**src/rtl/rv_gnrl_pipe_slice.sv**
```systemverilog
// ---------------------------------------------------------------------------
// rv_gnrl_pipe_slice
//
// Purpose:
//   Parametrised multi-stage pipeline register with a valid/ready handshake,
//   a synchronous flush back to DEF_VAL and an occupancy count. It sits
//   between core pipeline stages (IF/ID, ID/EX, LSU request path) wherever a
//   registered, stallable transfer is needed. Entries leave in strict FIFO
//   order.
//
// Parameters:
//   DW       payload width in bits
//   STAGES   number of register stages (must be >= 1)
//   DEF_VAL  value held by every data register after reset or flush
//   CW       width of the occupancy count, $clog2(2*STAGES+1)
//
// Ports:
//   clk      clock; every flop updates on the rising edge
//   rst      asynchronous reset, active-high
//   flush    synchronous flush; discards every held entry
//   i_valid  upstream payload valid
//   i_ready  slice can accept i_data this cycle
//   i_data   upstream payload
//   o_valid  last stage holds a valid payload
//   o_ready  downstream accepts o_data this cycle
//   o_data   last-stage payload; DEF_VAL while o_valid is low
//   cnt      number of valid entries held in the slice
//
// Build option:
//   RV_GNRL_PIPE_SKID_EN
//     Defined: each stage gets a second (skid) register. Stage ready then
//     comes straight from a flop, so there is no combinational path from
//     o_ready to i_ready. Capacity grows to 2*STAGES.
//     Undefined: plain combinational ready chain, capacity STAGES.
// ---------------------------------------------------------------------------
module rv_gnrl_pipe_slice #(
  parameter int              DW      = 32,
  parameter int              STAGES  = 2,
  parameter logic [DW-1:0]   DEF_VAL = '0,
  localparam int             CW      = $clog2(2*STAGES+1)
) (
  input  logic          clk,
  input  logic          rst,
  input  logic          flush,
  input  logic          i_valid,
  output logic          i_ready,
  input  logic [DW-1:0] i_data,
  output logic          o_valid,
  input  logic          o_ready,
  output logic [DW-1:0] o_data,
  output logic [CW-1:0] cnt
);

  generate
    if (STAGES < 1) begin : g_stages_chk
      $error("rv_gnrl_pipe_slice: STAGES must be >= 1");
    end
  endgenerate

  // Main register of every stage; index 0 is the input side.
  logic [STAGES-1:0] v;
  logic [DW-1:0]     d [STAGES];

  // rdy[k] is the ready seen by stage k-1 (or by upstream for k=0);
  // rdy[STAGES] is the downstream ready.
  logic [STAGES:0]   rdy;

  // Valid/data offered to each stage by its upstream neighbour.
  logic [STAGES-1:0] vin;
  logic [DW-1:0]     din [STAGES];

  logic up_fire;
  logic dn_fire;

  // Reset and flush both hold off the upstream side, so nothing new enters
  // while the slice is being cleared.
  assign i_ready = rdy[0] & ~rst & ~flush;
  assign o_valid = v[STAGES-1];
  assign o_data  = v[STAGES-1] ? d[STAGES-1] : DEF_VAL;

  assign up_fire = i_valid & i_ready;
  assign dn_fire = o_valid & o_ready;

  // Stage k is fed from stage k-1; stage 0 only sees a beat once the
  // upstream handshake actually happens.
  always_comb begin
    vin[0] = up_fire;
    din[0] = i_data;
    for (int k = 1; k < STAGES; k++) begin
      vin[k] = v[k-1];
      din[k] = d[k-1];
    end
  end

`ifdef RV_GNRL_PIPE_SKID_EN

  // Skid register of every stage; it only ever holds the younger of the
  // two beats in a stage, the main register always holds the older one.
  logic [STAGES-1:0] sv;
  logic [DW-1:0]     sd [STAGES];

  // A stage is ready as long as its skid slot is free, which is purely a
  // flop output; this is what breaks the long combinational ready chain.
  always_comb begin
    rdy[STAGES] = o_ready;
    for (int k = 0; k < STAGES; k++) begin
      rdy[k] = ~sv[k];
    end
  end

  // A beat that arrives while the main register is stuck lands in the skid
  // register; the skid entry moves into the main register as soon as the
  // old one drains, and no new beat is taken until that has happened.
  always_ff @(posedge clk or posedge rst) begin
    if (rst) begin
      v  <= '0;
      sv <= '0;
      for (int k = 0; k < STAGES; k++) begin
        d[k]  <= DEF_VAL;
        sd[k] <= DEF_VAL;
      end
    end else if (flush) begin
      v  <= '0;
      sv <= '0;
      for (int k = 0; k < STAGES; k++) begin
        d[k]  <= DEF_VAL;
        sd[k] <= DEF_VAL;
      end
    end else begin
      for (int k = 0; k < STAGES; k++) begin
        if (sv[k]) begin
          if (rdy[k+1]) begin
            d[k]  <= sd[k];
            sv[k] <= 1'b0;
          end
        end else if (vin[k]) begin
          if (!v[k] || rdy[k+1]) begin
            v[k] <= 1'b1;
            d[k] <= din[k];
          end else begin
            sv[k] <= 1'b1;
            sd[k] <= din[k];
          end
        end else if (rdy[k+1]) begin
          v[k] <= 1'b0;
        end
      end
    end
  end

`else

  // Combinational backward ready chain: a stage can take a beat when it is
  // empty or when its own content moves on in the same cycle.
  always_comb begin
    logic r;
    r           = o_ready;
    rdy[STAGES] = o_ready;
    for (int k = STAGES-1; k >= 0; k--) begin
      r      = ~v[k] | r;
      rdy[k] = r;
    end
  end

  // A stage that drains without refilling only drops its valid bit; the
  // stale data is harmless because o_data is masked while o_valid is low.
  always_ff @(posedge clk or posedge rst) begin
    if (rst) begin
      v <= '0;
      for (int k = 0; k < STAGES; k++) begin
        d[k] <= DEF_VAL;
      end
    end else if (flush) begin
      v <= '0;
      for (int k = 0; k < STAGES; k++) begin
        d[k] <= DEF_VAL;
      end
    end else begin
      for (int k = 0; k < STAGES; k++) begin
        if (vin[k] && rdy[k]) begin
          v[k] <= 1'b1;
          d[k] <= din[k];
        end else if (rdy[k+1]) begin
          v[k] <= 1'b0;
        end
      end
    end
  end

`endif

  // Occupancy tracks handshakes rather than re-counting valid bits; an
  // in and an out in the same cycle cancel, and flush always wins.
  always_ff @(posedge clk or posedge rst) begin
    if (rst) begin
      cnt <= '0;
    end else if (flush) begin
      cnt <= '0;
    end else begin
      case ({up_fire, dn_fire})
        2'b10:   cnt <= cnt + CW'(1);
        2'b01:   cnt <= cnt - CW'(1);
        default: cnt <= cnt;
      endcase
    end
  end

endmodule

```
**config.mk**
```make
export PLATFORM = sky130hd
export DESIGN_NAME = rv_gnrl_pipe_slice
export DESIGN_NICKNAME = d
export VERILOG_FILES = /design/src/rtl/rv_gnrl_pipe_slice.sv
export SDC_FILE = /design/constraint.sdc
export NUM_CORES = 1
export LEC_CHECK = 0
export CAP_MARGIN = 20
export CORE_MARGIN = 1
export CORE_UTILIZATION = 49
export DETAILED_ROUTE_END_ITERATION = 10
export HOLD_SLACK_MARGIN = 0.08
export PLACE_DENSITY = 0.86
export SYNTH_ARGS = -nofsm -noshare
export SYNTH_HDL_FRONTEND = slang
export SYNTH_SLANG_ARGS = --single-unit
```
**constraint.sdc**
```tcl
create_clock -name clk -period 2.5 [get_ports clk]
set_input_delay 0.25 -clock clk [delete_from_list [all_inputs] [get_ports clk]]
set_output_delay 0.25 -clock clk [all_outputs]
set_load 0.005 [all_outputs]
```
==> flow_metrics.py <==
metrics = {
    "outcome": {
        "status": "finished clean",
    },
    "worst_setup_path": {
        "crit_path_end_kind": "output port",
        "ff2ff_path_depth": 5,
        "worstSetupPathType": "flop to output port",
        "reg2reg_slack_ns": 0.54,
        "cp_max_fo": 32,
        "reg2reg_to": "d[5]",
        "worst_setup_path_start_kind": "flop",
        "reg2reg_from": "v[1]",
        "crit_required_ns": 2.25,
        "arrival_ns": 1.77,
    },
    "logic_synthesis": {
        "syn_area_per_cell_um2": 11.1,
        "synth_cell_types": 22,
        "ys_seq_area_frac": 0.573,
        "ys.warnings.count": 0,
        "synth_top_area_frac": 0.573,
        "synth_most_common_cell": "dfrtp_1",
        "synth-edff-count": 0,
        "syn_area_mm2": 0.00302,
        "netlist_top_cells_area": "dfrtp_1, a22o_1, and2_1",
        "synth_common_cells": "dfrtp_1, and2_1, a22o_1",
        "synthCells": 272,
        "synth_area_leader_cell": "dfrtp_1",
        "ys.flop_type": "dfrtp_1",
        "synth_nets": 310,
        "async_flop_share": 1.00,
        "ys_ff_latch": 69,
    },
    "global_routing": {
        "grt_most_used_layer": "met2",
        "grt_pass1_vias": 2130,
        "use_met3": 0.0636,
        "grt-ovfl-total": 0,
        "gr-usage-all-layers": 0.213,
        "antenna_found_initial": 0,
        "grtUsageMet2": 0.343,
        "grt_util_met1": 0.276,
        "grt_pass1_wl_mm": 10.2,
        "grt_max_degree": 70,
    },
    "detailed_routing": {
        "drc_errors": 0,
        "antenna_left": 0,
        "vias_per_cell": 5.20,
        "routed_wl_mm": 6.09,
        "dr.pass1.iters": 4,
        "vias": 2203,
        "drtIter0Drc": 135,
        "wl_per_cell_um": 14.4,
    },
    "sta": {
        "max_slew_margin": 0.323,
        "post-route-min-period_ns": 2.02,
        "clock_skew_ns": 0.00962,
        "finalCritPeriodShare": 0.809,
        "worst_pin_slew_ns": 1.01,
        "tns_ns": 0,
        "hold_viol_final": 0,
        "rsz0062_at_grt": "false",
        "setup_violations": 0,
        "holdWs_ns": 0.342,
        "fmax_mhz": 494,
        "slew_violations": 0,
    },
    "pwr": {
        "peakVddDrop_v": 0.000358,
        "power.switching_mw": 0.540,
        "power_density_mw_per_mm2": 615,
        "power_leakage_nw": 1.95,
        "netSwitchingFraction": 0.215,
        "power_frac_comb": 0.078,
        "intPower_mw": 1.97,
        "seq_power_share": 0.467,
        "power.clock.fraction": 0.454,
    },
    "clock_network": {
        "ctsHoldBuffers": 0,
        "cts_root_buf": "clkbuf_8",
        "numCtsBuffers": 9,
        "clk_pin_slew_worst_paths_ns": 0.08,
        "insertion_delay_ns": 0.34,
        "clockBufferDepth": 2,
        "h-tree-depth": 3,
        "cts_tree": "done",
        "clock_sinks": 69,
        "post_cts_buffers": 0,
        "cts_resized": 0,
    },
    "flow_run": {
        "cap_violations": 0,
    },
    "cells_and_area": {
        "drive_gt1_frac": 0.0860,
        "nets": 382,
        "fillers": 430,
        "n_antenna_cell": 0,
        "syn_to_final_growth_pct": 35.3,
    },
    "die": {
        "initial_core_util": 0.509,
        "dieArea_mm2": 0.00647,
        "fp-row-count": 28,
        "die_y_um": 80.4,
        "io_pins": 74,
        "die_x_um": 80.4,
        "core_area_mm2": 0.00592,
    },
    "place": {
        "place.detailed.hpwl_mm": 3.96,
        "port_buffers": 73,
        "routabilityCongestion": 0.760,
    },
    "hold_path": {
        "min_path_type": "primary input to async pin",
    },
}
[worst max-delay path, stage by stage (launching register included)]
cell	delay, ns
dfrtp_1	0.44
buf_4	0.30
and2_1	0.19
clkdlybuf4s50_1	0.51
[layer usage]
metal,share of wire,vias up
li1,-,1056
met1,0.44,1082
met2,0.51,63
met3,0.042,2
met4,0.0044,0
met5,0,-
[flip-flops by register name, indices dropped and copies added (netlist names)]
signal / cells
cnt: 3
d: 64
v: 2
[worst max-delay path by stage]
stage	slack [ns]	cells after the start	from	endpoint
3_3_place_gp	0.25	8	rst	cnt[2]
4_1_cts	0.43	3	v[1]	o_data[30]
6_report	0.48	3	v[1]	o_data[30]
5_1_grt	0.39	3	v[1]	o_data[3]
3_5_place_dp	0.19	6	o_ready	d[5]
2_1_floorplan	0.51	1	rst	cnt[0]
[power by group through the flow]
stage	Clock [mW]	Sequential (mW)	Combinational (mW)
after global routing	1.21	1.18	0.220
final	1.14	1.17	0.196
after global placement	0	1.19	0.192
after CTS	1.16	1.17	0.200
after floorplan	0	1.19	0.101
after detailed placement	0	1.19	0.198
[stage by stage]
step / area, µm² / utilization / setup slack [ns] / power, mW / instances
5_1_grt: 4080 / 0.689 / 0.388 / 2.60 / 424
3_3_place_gp: 3820 / 0.646 / 0.252 / 1.38 / 408
6_report: 4080 / 0.689 / 0.478 / 2.51 / 424
3_5_place_dp: 3820 / 0.646 / 0.189 / 1.39 / 408
2_1_floorplan: 3020 / - / 0.510 / 1.29 / 272
4_1_cts: 4080 / 0.689 / 0.432 / 2.53 / 424
[area by class of cell]
type,instances,area [µm²],share of cell area
Sequential cell,69,1730,0.423
Clock inverter,5,106,0.0261
Tap cell,75,93.8,0.0230
Timing Repair Buffer,80,796,0.195
Clock buffer,11,151,0.0371
Multi-Input combinational cell,154,1090,0.268
Inverter,30,113,0.0276
[placed cells by master, fill, tap and decap left out, types with 2 or more instances in the layout]
master / instances
a21oi_1: 2
a22o_1: 32
and2_1: 34
buf_4: 6
bufinv_16: 3
clkbuf_8: 11
clkdlybuf4s50_1: 73
dfrtp_1: 69
inv_1: 29
mux2i_1: 6
nand2_1: 2
nand2b_1: 3
nand3b_1: 28
nor2_1: 8
nor2b_1: 2
o21ai_0: 29
[logic make-up after synthesis]
logic type | synth area share
and+or+nand+nor | 0.174
DFF | 0.573
AOI/OAI and AO/OA | 0.147
buffers and inverters | 0.0656
muxes | 0.0286
xor gates and xnor gates | 0.00540
adders and majority gates | 0.00664
Note: power is estimated with default switching activity, not from simulation.
